===== src/rtl/i2c_slave_pkg.sv =====
// Shared types and constants for the i2c_slave register-access target.
package i2c_slave_pkg;

  typedef enum logic [3:0] {
    IDLE,
    ADDR,
    ADDR_ACK,
    PTR,
    PTR_ACK,
    WR_DATA,
    WR_ACK,
    RD_DATA,
    RD_ACK,
    IGNORE
  } state_t;

  localparam logic ACK  = 1'b0;
  localparam logic NACK = 1'b1;

  function automatic logic maj3(input logic [2:0] v);
    return (v[0] & v[1]) | (v[0] & v[2]) | (v[1] & v[2]);
  endfunction

endpackage


===== src/rtl/i2c_line_sync.sv =====
// SCL/SDA synchronizers, optional 3-sample majority filter
// (I2C_SLAVE_GLITCH_FILTER_EN) and edge / START / STOP detection.
module i2c_line_sync
  import i2c_slave_pkg::*;
#(
  parameter int unsigned SyncStages = 2
) (
  input  logic clk,
  input  logic rst,
  input  logic scl,
  input  logic sda,
  output logic sda_level,
  output logic scl_rise,
  output logic scl_fall,
  output logic start,
  output logic stop
);

  logic [SyncStages-1:0] scl_sync;
  logic [SyncStages-1:0] sda_sync;
  logic                  scl_f;
  logic                  sda_f;
  logic                  scl_q;
  logic                  sda_q;

  always_ff @(posedge clk or posedge rst) begin
    if (rst) begin
      scl_sync <= '1;
      sda_sync <= '1;
    end else begin
      scl_sync <= {scl_sync[SyncStages-2:0], scl};
      sda_sync <= {sda_sync[SyncStages-2:0], sda};
    end
  end

`ifdef I2C_SLAVE_GLITCH_FILTER_EN
  logic [2:0] scl_hist;
  logic [2:0] sda_hist;

  always_ff @(posedge clk or posedge rst) begin
    if (rst) begin
      scl_hist <= '1;
      sda_hist <= '1;
    end else begin
      scl_hist <= {scl_hist[1:0], scl_sync[SyncStages-1]};
      sda_hist <= {sda_hist[1:0], sda_sync[SyncStages-1]};
    end
  end

  assign scl_f = maj3(scl_hist);
  assign sda_f = maj3(sda_hist);
`else
  assign scl_f = scl_sync[SyncStages-1];
  assign sda_f = sda_sync[SyncStages-1];
`endif

  always_ff @(posedge clk or posedge rst) begin
    if (rst) begin
      scl_q <= 1'b1;
      sda_q <= 1'b1;
    end else begin
      scl_q <= scl_f;
      sda_q <= sda_f;
    end
  end

  assign sda_level = sda_f;
  assign scl_rise  = scl_f & ~scl_q;
  assign scl_fall  = ~scl_f & scl_q;
  assign start     = scl_f & scl_q & sda_q & ~sda_f;
  assign stop      = scl_f & scl_q & ~sda_q & sda_f;

endmodule


===== src/rtl/i2c_slave.sv =====
// I2C target exposing an 8-bit register pointer with auto-increment.
// Define I2C_SLAVE_GLITCH_FILTER_EN to enable the SCL/SDA majority filter.
module i2c_slave
  import i2c_slave_pkg::*;
#(
  parameter logic [6:0]  SlaveAddress = 7'h50,
  parameter int unsigned SyncStages   = 2
) (
  input  logic       i_clk,
  input  logic       i_rst,
  input  logic       i_scl,
  input  logic       i_sda,
  output logic       o_sda_oe_n,
  output logic       o_wr_valid,
  output logic       o_rd_req,
  output logic [7:0] o_addr,
  output logic [7:0] o_wdata,
  input  logic [7:0] i_rdata,
  output logic       o_busy
);

  state_t     state;
  logic [2:0] bit_cnt;
  logic [7:0] shreg;
  logic [7:0] rx_byte;
  logic       rw;
  logic       rd_pend;
  logic       sda_level;
  logic       scl_rise;
  logic       scl_fall;
  logic       start;
  logic       stop;

  i2c_line_sync #(
    .SyncStages(SyncStages)
  ) u_line_sync (
    .clk      (i_clk),
    .rst      (i_rst),
    .scl      (i_scl),
    .sda      (i_sda),
    .sda_level(sda_level),
    .scl_rise (scl_rise),
    .scl_fall (scl_fall),
    .start    (start),
    .stop     (stop)
  );

  assign rx_byte = {shreg[6:0], sda_level};

  // ACK phases are left on the ACK-bit rise, so a read fetch (rd_req, then
  // load) completes while SCL is still high and the MSB goes out on the fall.
  always_ff @(posedge i_clk or posedge i_rst) begin
    if (i_rst) begin
      state      <= IDLE;
      bit_cnt    <= '0;
      shreg      <= '0;
      rw         <= 1'b0;
      rd_pend    <= 1'b0;
      o_sda_oe_n <= NACK;
      o_wr_valid <= 1'b0;
      o_rd_req   <= 1'b0;
      o_addr     <= '0;
      o_wdata    <= '0;
      o_busy     <= 1'b0;
    end else begin
      o_wr_valid <= 1'b0;
      o_rd_req   <= 1'b0;
      rd_pend    <= o_rd_req;
      if (o_wr_valid) o_addr <= o_addr + 8'd1;
      if (rd_pend) shreg <= i_rdata;

      if (stop) begin
        state      <= IDLE;
        o_sda_oe_n <= NACK;
        o_busy     <= 1'b0;
      end else if (start) begin
        state   <= ADDR;
        bit_cnt <= '0;
      end else if (scl_rise) begin
        bit_cnt <= bit_cnt + 3'd1;
        case (state)
          ADDR: begin
            shreg <= rx_byte;
            if (bit_cnt == 3'd7) begin
              if (rx_byte[7:1] == SlaveAddress) begin
                state  <= ADDR_ACK;
                rw     <= rx_byte[0];
                o_busy <= 1'b1;
              end else begin
                state <= IGNORE;
              end
            end
          end
          ADDR_ACK: begin
            bit_cnt <= '0;
            if (rw) begin
              state    <= RD_DATA;
              o_rd_req <= 1'b1;
            end else begin
              state <= PTR;
            end
          end
          PTR: begin
            shreg <= rx_byte;
            if (bit_cnt == 3'd7) begin
              o_addr <= rx_byte;
              state  <= PTR_ACK;
            end
          end
          PTR_ACK, WR_ACK: begin
            bit_cnt <= '0;
            state   <= WR_DATA;
          end
          WR_DATA: begin
            shreg <= rx_byte;
            if (bit_cnt == 3'd7) begin
              o_wdata    <= rx_byte;
              o_wr_valid <= 1'b1;
              state      <= WR_ACK;
            end
          end
          RD_DATA: begin
            if (bit_cnt == 3'd7) state <= RD_ACK;
          end
          RD_ACK: begin
            bit_cnt <= '0;
            if (sda_level == ACK) begin
              o_addr   <= o_addr + 8'd1;
              o_rd_req <= 1'b1;
              state    <= RD_DATA;
            end else begin
              state <= IGNORE;
            end
          end
          default: ;
        endcase
      end else if (scl_fall) begin
        case (state)
          ADDR_ACK, PTR_ACK, WR_ACK: o_sda_oe_n <= ACK;
          RD_DATA: begin
            o_sda_oe_n <= shreg[7];
            shreg      <= {shreg[6:0], 1'b1};
          end
          default: o_sda_oe_n <= NACK;
        endcase
      end
    end
  end

endmodule

===== config.mk =====
export PLATFORM = sky130hd
export DESIGN_NAME = i2c_slave
export DESIGN_NICKNAME = d
export VERILOG_FILES = /design/src/rtl/i2c_slave_pkg.sv /design/src/rtl/i2c_line_sync.sv /design/src/rtl/i2c_slave.sv
export SDC_FILE = /design/constraint.sdc
export NUM_CORES = 1
export LEC_CHECK = 0
export CAP_MARGIN = 10
export CORE_MARGIN = 5
export CORE_UTILIZATION = 51
export DETAILED_ROUTE_END_ITERATION = 6
export PLACE_DENSITY = 0.78
export SETUP_SLACK_MARGIN = 0.5
export SYNTH_ARGS = -nofsm -noshare
export SYNTH_HDL_FRONTEND = slang
export SYNTH_SLANG_ARGS = --single-unit

===== constraint.sdc =====
create_clock -name i_clk -period 4.9 [get_ports i_clk]
set_clock_uncertainty 0.2 [all_clocks]
set_input_delay 0.49 -clock i_clk [delete_from_list [all_inputs] [get_ports i_clk]]
set_output_delay 0.49 -clock i_clk [all_outputs]
set_load 0.02 [all_outputs]

==> results of run 1 <==
worst reg2reg max path, cell delays in order (launching register included):
cell	delay, ps
dfstp_2	650
nor2b_1	500
and3_1	290
and3_1	430
mux2_2	390
path summary, 6_finish.rpt:
check                      slack, ps  depth (start not counted)                    start                       to
setup / recovery                2340                          4  u_line_sync.scl_sync[1]               o_wdata[5]
hold reg to reg                  160                          0  u_line_sync.scl_sync[0]  u_line_sync.scl_sync[1]
hold / removal                   160                          0  u_line_sync.scl_sync[0]  u_line_sync.scl_sync[1]
max in group asynchronous       3690                          3                    i_rst  u_line_sync.scl_sync[0]
min in group asynchronous        410                          3                    i_rst                o_addr[4]
setup reg to reg                2340                          4  u_line_sync.scl_sync[1]               o_wdata[5]
final cells by class:
| class | instances | area share, % |
|---|---|---|
| Timing Repair Buffer | 32 | 11.8 |
| Tap cell | 52 | 2.41 |
| Sequential cell | 43 | 40.2 |
| Clock buffer | 7 | 2.83 |
| Clock inverter | 1 | 0.185 |
| Inverter | 6 | 0.834 |
| Multi-Input combinational cell | 158 | 41.8 |
cells in the final DEF, fill, tap and decap left out, drive strengths merged, types with 8 or more instances in the layout:
master,netlist,layout
a21oi,8,8
clkdlybuf4s50,0,31
dfrtp,36,36
mux2,9,9
mux2i,16,16
nand2,21,21
nor2,9,9
o21ai,9,9
xor2,9,9
power by group through the flow:
stage | Clock, uW | Sequential, uW | Combinational (uW)
2_1_floorplan | 0 | 458 | 144
3_3_place_gp | 0 | 489 | 161
3_5_place_dp | 0 | 490 | 168
4_1_cts | 220 | 484 | 168
5_1_grt | 237 | 496 | 191
6_report | 214 | 486 | 166
logic make-up after synthesis:
logic type,share of synthesized area (%)
adder cells (fa/ha/maj),1.63
AND/OR/NAND/NOR,16.1
XOR/XNOR,5.33
buffers and inverters,3.81
multiplexers,11.4
AO/OA/AOI/OAI,14.6
flip-flops,47.2
metrics by stage:
stage	utilization (%)	area (um^2)	cells
6_report	62.0	2700	299
5_1_grt	62.0	2700	299
4_1_cts	62.0	2700	299
3_5_place_dp	60.1	2620	291
3_3_place_gp	60.1	2620	291
2_1_floorplan	-	2300	221
sequential cells by signal, summed over array words and instances, names as in the netlist, 2 cells and up:
name,flops
u_line_sync.scl_sync,2
shreg,8
o_wdata,8
state,4
u_line_sync.sda_sync,2
bit_cnt,3
o_addr,8
per-layer routing:
| metal | vias up | routed length (um) | track usage, % | share of wire [%] |
|---|---|---|---|---|
| met3 | 4 | 210 | 4.22 | 4.5 |
| met4 | 0 | 43 | 4.64 | 0.91 |
| li1 | 853 | - | - | - |
| met5 | - | 0 | 0 | 0 |
| met2 | 38 | 2120 | 25.0 | 45 |
| met1 | 844 | 2340 | 24.9 | 50 |
==> results.json, run 1 <==
{
  "yosys_most_used_dff": "dfrtp_1",
  "grt_pass1_wl_mm": 8.18,
  "synth_largest_area_cell": "dfrtp_1",
  "avgSynthCellArea_um2": 10.4,
  "layout.nets": 261,
  "start_util_pct": 52.8,
  "cts_made_buffers": 5,
  "critPathKind": "flip-flop to flip-flop",
  "power_switching_uw": 274,
  "finalMaxSlewViolations": 0,
  "fin_ws_ps": 2340,
  "path_cells": "nor2b_1 -> and3_1 -> and3_1 -> mux2_2",
  "multiInputGateArea_um2": 1130,
  "cts_setup_buffers": 0,
  "hold_viol": 0,
  "diodes": 0,
  "firstDrtPassIters": 4,
  "cts_resized": 0,
  "cp_max_fo": 13,
  "die_w_um": 77.2,
  "crit_buf_inv": 0,
  "worstSetupStartpointType": "flip-flop",
  "place.gp.congestion": 0.855,
  "yosys_warnings": 0,
  "whs_ps": 158,
  "crit_top_cell": "and3_1",
  "std_cell_rows": 24,
  "ctsHtreeMaxLevel": 2,
  "drive_above_1_share_pct": 11.3,
  "ios": 32,
  "max_stage_delay_ps": 650,
  "fin_total_pwr_uw": 867,
  "slew_headroom_pct": 63.9,
  "fmax_mhz": 390,
  "pre_cts_ws_ps": 2390,
  "rsz0062_at_grt": "false",
  "power.leakage_uw": 0.00117,
  "die_y_um": 77.2,
  "cp.arrival_ps": 2540,
  "ys_seq_area_share_pct": 47.2,
  "grt_start_max_net_pins": 44,
  "fillers": 359,
  "clockBufferDepth": 2,
  "core-area_um2": 4350,
  "crit_family": "simple AND/OR/NAND/NOR gates",
  "ys_seq_elements": 43,
  "clkTransAtPathRegs_ps": 70,
  "dp_hpwl_mm": 3.35,
  "seq_area_um2": 1080,
  "drc": 0,
  "pwr-share-clk_pct": 24.7,
  "syn-num-nets": 236,
  "synth-edff-count": 0,
  "syn_area_um2": 2300,
  "swShare_pct": 31.6,
  "grt_overflow": 0,
  "yosys-top-cells-count": "dfrtp_1 (36), nand2_1 (21), mux2i_1 (16)",
  "area_growth_pct": 17.4,
  "tns_ps": 0,
  "worstSkewPairLatency_ps": 290,
  "dr_total_vias": 1739,
  "worstMarginPinSlew_ps": 541,
  "power_density_nw_per_um2": 321,
  "internal-power_uw": 593,
  "p_seq_share_pct": 56.1,
  "postSynthCellCount": 221,
  "cp-end-kind": "flip-flop",
  "ys_top_cells_by_area": "dfrtp_1 (39%), dfstp_2 (8.0%), mux2i_1 (7.0%)",
  "ant_nets": 0,
  "ir_drop_mv": 0.197,
  "clock_tree.root_cell": "clkbuf_8",
  "grt_pass1_vias": 1678,
  "cts_tree": "built",
  "yosysTopAreaCellShare_pct": 39.2,
  "finalCriticalPeriod_ps": 2560,
  "ys_types": 46,
  "status": "complete, no violations",
  "routed_wl_mm": 4.71,
  "setup_viol": 0,
  "hold_class": "flip-flop to flip-flop",
  "worst_path_max_delay_cell": "dfstp_2",
  "finalCritPeriodShare_pct": 52.3,
  "holdBufCountCts": 0,
  "grt_antenna_before_repair": 0,
  "portBuffers": 31,
  "clkSinkCount": 43,
  "wire_per_inst_um": 15.8,
  "via_per_inst": 5.82,
  "grt_usage_pct": 17.0,
  "synth-async-reset-ratio_pct": 100,
  "first_iter_violations": 162,
  "power_frac_comb_pct": 19.1,
  "cp_data_required_time_ps": 4880,
  "synth_most_common_cell": "dfrtp_1",
  "cap_violations": 0,
  "die_area_um2": 5950
}
Note: power is estimated with default switching activity, not from simulation.
==> inputs of run 2 (changes only) <==
--- a/config.mk
+++ b/config.mk
@@ -7,9 +7,9 @@
 export LEC_CHECK = 0
 export CAP_MARGIN = 10
 export CORE_MARGIN = 5
-export CORE_UTILIZATION = 51
+export CORE_UTILIZATION = 49
 export DETAILED_ROUTE_END_ITERATION = 6
-export PLACE_DENSITY = 0.78
+export PLACE_DENSITY = 0.79
 export SETUP_SLACK_MARGIN = 0.5
 export SYNTH_ARGS = -nofsm -noshare
 export SYNTH_HDL_FRONTEND = slang
==> constraint.sdc (replaced) <==
create_clock -name i_clk -period 2.26 [get_ports i_clk]
set_clock_uncertainty 0.2 [all_clocks]
set_input_delay 0.226 -clock i_clk [delete_from_list [all_inputs] [get_ports i_clk]]
set_output_delay 0.226 -clock i_clk [all_outputs]
set_load 0.02 [all_outputs]
==> run 2 against run 1 <==
Net effect: sequential power grew 130%; cell count grew 12%; critical endpoint is now o_addr[0]; critical path depth grew 1; design area grew 19%; global-route usage grew 2.0 points; routed wire length grew 38%; maximum frequency grew 29%; via count grew 17%.
==> results.json, run 2 (synthesis gave the netlist of run 1 again) <==
{
  "status": "complete, no violations",
  "die_y_um": 78.5,
  "worstSkewPairLatency_ps": 300,
  "firstDrtPassIters": 5,
  "cp.arrival_ps": 1970,
  "diodes": 0,
  "tns_ps": 0,
  "max_stage_delay_ps": 550,
  "fin_area_um2": 3200,
  "ctsHtreeMaxLevel": 2,
  "place_inst": 301,
  "final_common_cell": "dfrtp_1",
  "worst_path_max_delay_cell": "dfrtp_2",
  "ant_nets": 0,
  "grt_pass1_wl_mm": 9.34,
  "drive_above_1_share_pct": 35.8,
  "start_util_pct": 49.7,
  "startpoint": "state[3]",
  "cp_data_required_time_ps": 2240,
  "clock_tree.root_cell": "clkbuf_8",
  "dr_total_vias": 2029,
  "worstMarginPinSlew_ps": 535,
  "wire_per_inst_um": 19.3,
  "path_cells": "and3b_1 -> o211ai_4 -> buf_4 -> o32ai_1 -> or3_1",
  "die_w_um": 78.5,
  "setup_viol": 0,
  "fillers": 338,
  "finalCriticalPeriod_ps": 1990,
  "std_cell_rows": 25,
  "via_per_inst": 6.04,
  "power_density_nw_per_um2": 690,
  "critPathKind": "flip-flop to flip-flop",
  "routed_wl_mm": 6.48,
  "finalCritPeriodShare_pct": 88.1,
  "portBuffers": 31,
  "cap_violations": 0,
  "grt_pass1_vias": 1939,
  "hold_class": "input port to flip-flop",
  "layout_common_cells": "dfrtp_1 (28), buf_4 (27), clkdlybuf4s50_1 (21)",
  "fmax_mhz": 502,
  "dpl_cell_area_um2": 2700,
  "multiInputGateArea_um2": 1350,
  "fin_cells": 336,
  "clkTransAtPathRegs_ps": 80,
  "first_iter_violations": 208,
  "seq_area_um2": 1090,
  "largestRegisters": "o_addr x8, o_wdata x8, shreg x8",
  "ir_drop_mv": 0.520,
  "grt_antenna_before_repair": 0,
  "finalMaxSlewViolations": 0,
  "layout.nets": 296,
  "die_area_um2": 6160,
  "cp_max_fo": 13,
  "rsz0062_at_grt": "true",
  "place.gp.congestion": 0.903,
  "area_growth_pct": 39.2,
  "grt_start_max_net_pins": 44,
  "cts_made_buffers": 5,
  "clkSinkCount": 43,
  "cp-end-kind": "flip-flop",
  "cts_tree": "built",
  "grt_overflow": 0,
  "min_from": "i_sda",
  "core-area_um2": 4630,
  "hold_viol": 0,
  "slew_headroom_pct": 64.3,
  "ios": 32,
  "worstSetupStartpointType": "flip-flop",
  "clockBufferDepth": 2,
  "dp_hpwl_mm": 3.58,
  "holdBufCountCts": 0,
  "r2r-start": "state[3]",
  "grt_usage_pct": 19.0,
  "drc": 0,
  "power.leakage_uw": 0.00144
}
[run 2: changes by cell type in the layout (fill, tap and decap cells not counted), sizes merged]
cell and delta:
and3 +1, buf +33, clkdlybuf4s50 -10, clkinvlp +1, dlygate4sd2 +10
[run 2: path summary, 6_finish.rpt]
check | endpoint | slack (ps) | cells after the start
max | o_addr[0] | 270 | 5
min | u_line_sync.sda_sync[0] | 130 | 1
max reg2reg | o_addr[0] | 270 | 5
min reg2reg | u_line_sync.sda_sync[1] | 160 | 0
max in group asynchronous | state[2] | 1280 | 3
min in group asynchronous | o_wdata[7] | 170 | 3
[run 2: final cells by class]
class / count / area share (%)
multi-input combinational: 159 / 42.1
sequential: 43 / 34.2
timing repair buffer: 66 / 18.2
clock buffer: 6 / 2.27
tap: 54 / 2.11
inverter: 6 / 0.703
clock inverter: 2 / 0.391
[run 2: worst max-delay path: cells and delay by family, from the launching register on]
kind | cells | cell delay [ps]
buf+inv | 1 | 230
compound gates | 2 | 300
simple gates | 2 | 600
flops | 1 | 550
[run 2: metal layers]
metal | routed length [um] | global-route usage (%) | vias up
met1 | 2640 | 26.5 | 992
met4 | 242 | 6.64 | 0
met5 | 0 | 0 | -
li1 | - | - | 918
met2 | 3120 | 29.1 | 94
met3 | 472 | 4.01 | 25
[run 2: power breakdown]
group / switching (uW) / internal [uW]
sequential: 218 / 894
combinational: 287 / 325
clock: 269 / 216
[run 2: what timing repair did]
action / CTS / global route
gates cloned: 0 / 1
hold endpoints to repair: 0 / 0
pin swaps: 3 / 21
gates resized for setup: 23 / 45
buffers inserted: 8 / 18
setup endpoints to repair: 38 / 32
[run 2: through the flow]
stage	hold WS (ps)	power, uW	setup slack (ps)	utilization, %
floorplan	30.5	1320	353	-
global placement	147	1440	248	58.2
detailed placement	152	1470	181	58.2
CTS	122	1990	332	61.9
global route	126	2330	216	69.2
finish	132	2210	269	69.2
==> inputs of run 3 (changes only) <==
--- a/config.mk
+++ b/config.mk
@@ -6,7 +6,6 @@
 export NUM_CORES = 1
 export LEC_CHECK = 0
 export CAP_MARGIN = 10
-export CORE_MARGIN = 5
 export CORE_UTILIZATION = 49
 export DETAILED_ROUTE_END_ITERATION = 6
 export PLACE_DENSITY = 0.79
==> run 3 against run 2 <==
Net effect: design area decreased by 7.4%; largest power group unchanged; global-route usage increased by 3.8 points; non-clock buffer count decreased by 14; routed wire length decreased by 21%; sequential cell count unchanged; highest routed layer unchanged; cell count decreased by 5.1%; the flow now finishes with violations (design-rule violations); power decreased by 1.1%.
==> results.json, run 3 (synthesis gave the netlist of run 1 again) <==
{
  "status": "finished, violations left",
  "violations": "design-rule violations",
  "dp_hpwl_mm": 3.48,
  "critPathKind": "flip-flop to flip-flop",
  "first_iter_violations": 153,
  "start_util_pct": 51.7,
  "grt_start_max_net_pins": 44,
  "layout.nets": 281,
  "grt_antenna_before_repair": 0,
  "layout_common_cells": "dfrtp_1 (30), clkdlybuf4s50_1 (21), nand2_1 (20), buf_4 (20), mux2i_1 (16)",
  "tns_ps": 0,
  "cp.arrival_ps": 1890,
  "die_area_um2": 4970,
  "worst_path_max_delay_cell": "dfstp_2",
  "grt_pass1_vias": 1805,
  "hold_class": "input port to flip-flop",
  "die_w_um": 70.5,
  "diodes": 0,
  "cap_violations": 0,
  "firstDrtPassIters": 6,
  "holdBufCountCts": 0,
  "r2r-start": "u_line_sync.scl_q",
  "routed_wl_mm": 5.14,
  "portBuffers": 31,
  "grt_overflow": 0,
  "multiInputGateArea_um2": 1210,
  "finalCritPeriodShare_pct": 84.6,
  "rsz0062_at_grt": "true",
  "worstSkewPairLatency_ps": 300,
  "worstSetupStartpointType": "flip-flop",
  "drive_above_1_share_pct": 25.1,
  "ir_drop_mv": 0.525,
  "path_cells": "nor2b_1 -> buf_4 -> o211ai_4 -> buf_4 -> o32ai_1 -> or3_1",
  "via_per_inst": 5.87,
  "crit_buf_inv": 2,
  "final_common_cell": "dfrtp_1",
  "clkSinkCount": 43,
  "crit_family": "flip-flops",
  "crit_top_cell": "buf_4",
  "grt_pass1_wl_mm": 8.63,
  "hold_viol": 0,
  "die_y_um": 70.5,
  "rrSetupSlack_ps": 350,
  "clockBufferDepth": 2,
  "power.leakage_uw": 0.00132,
  "cts_made_buffers": 5,
  "largestRegisters": "o_addr x8, o_wdata x8, shreg x8",
  "cp_data_required_time_ps": 2240,
  "ant_nets": 0,
  "finalCriticalPeriod_ps": 1910,
  "fillers": 342,
  "clkTransAtPathRegs_ps": 80,
  "seq_area_um2": 1090,
  "finalMaxSlewViolations": 0,
  "ctsHtreeMaxLevel": 2,
  "setup_viol": 0,
  "worstMarginPinSlew_ps": 551,
  "startpoint": "u_line_sync.scl_q",
  "max_stage_delay_ps": 630,
  "grt_usage_pct": 22.7,
  "fin_ws_ps": 348,
  "dr_total_vias": 1871,
  "power_density_nw_per_um2": 737,
  "std_cell_rows": 24,
  "core-area_um2": 4440,
  "place.gp.congestion": 0.837,
  "fmax_mhz": 523,
  "pre_cts_ws_ps": 177,
  "ios": 32,
  "drc": 2,
  "cp_max_fo": 11,
  "cp-end-kind": "flip-flop",
  "wire_per_inst_um": 16.1,
  "clock_tree.root_cell": "clkbuf_8",
  "slew_headroom_pct": 63.3,
  "area_growth_pct": 28.9,
  "cts_tree": "built",
  "min_from": "i_scl"
}
run 3: per-stage QoR:
stage          power [uW]  instances  util (%)  hold WS (ps)  cell area (um^2)
6_report             2180        319      66.7           127              2960
5_1_grt              2290        319      66.7           127              2960
4_1_cts              2160        317      65.7           122              2920
3_5_place_dp         1460        297      60.3           151              2680
3_3_place_gp         1440        297      60.3           147              2680
2_1_floorplan        1320        221         -          30.5              2330
run 3: where the power goes:
part / internal (uW) / switching (uW)
combinational: 273 / 230
sequential: 887 / 193
clock: 330 / 272
run 3: what timing repair did:
item | CTS | global route
endpoints found under the setup margin | 37 | 31
pin swaps | 4 | 2
gates resized for setup | 20 | 7
cloned | 0 | 0
buffers inserted | 12 | 2
run 3: cell type report:
| type | count | area share [%] |
|---|---|---|
| Multi-Input combinational cell | 158 | 40.7 |
| Sequential cell | 43 | 36.9 |
| Timing Repair Buffer | 52 | 15.8 |
| Clock buffer | 6 | 2.45 |
| Tap cell | 52 | 2.20 |
| Clock inverter | 2 | 1.27 |
| Inverter | 6 | 0.760 |
run 3: per-layer routing:
metal | vias up | share of wire, % | GRT usage [%]
met5 | - | 0 | 0
met4 | 0 | 1.8 | 7.94
met3 | 11 | 4.7 | 4.62
met2 | 61 | 46 | 34.5
met1 | 910 | 48 | 32.5
li1 | 889 | - | -
run 3: path summary, 6_finish.rpt:
| check | end | cells past startpoint |
|---|---|---|
| setup / recovery | o_addr[0] | 6 |
| hold / removal | u_line_sync.scl_sync[0] | 1 |
| setup reg to reg | o_addr[0] | 6 |
| hold reg to reg | u_line_sync.sda_sync[1] | 0 |
| max in group asynchronous | state[0] | 3 |
| min in group asynchronous | o_wdata[6] | 3 |
run 3: worst reg2reg max path, stage by stage (launching register included):
cell and delay, ps:
dfstp_2 630, nor2b_1 80, buf_4 160, o211ai_4 90
buf_4 200, o32ai_1 80, or3_1 350
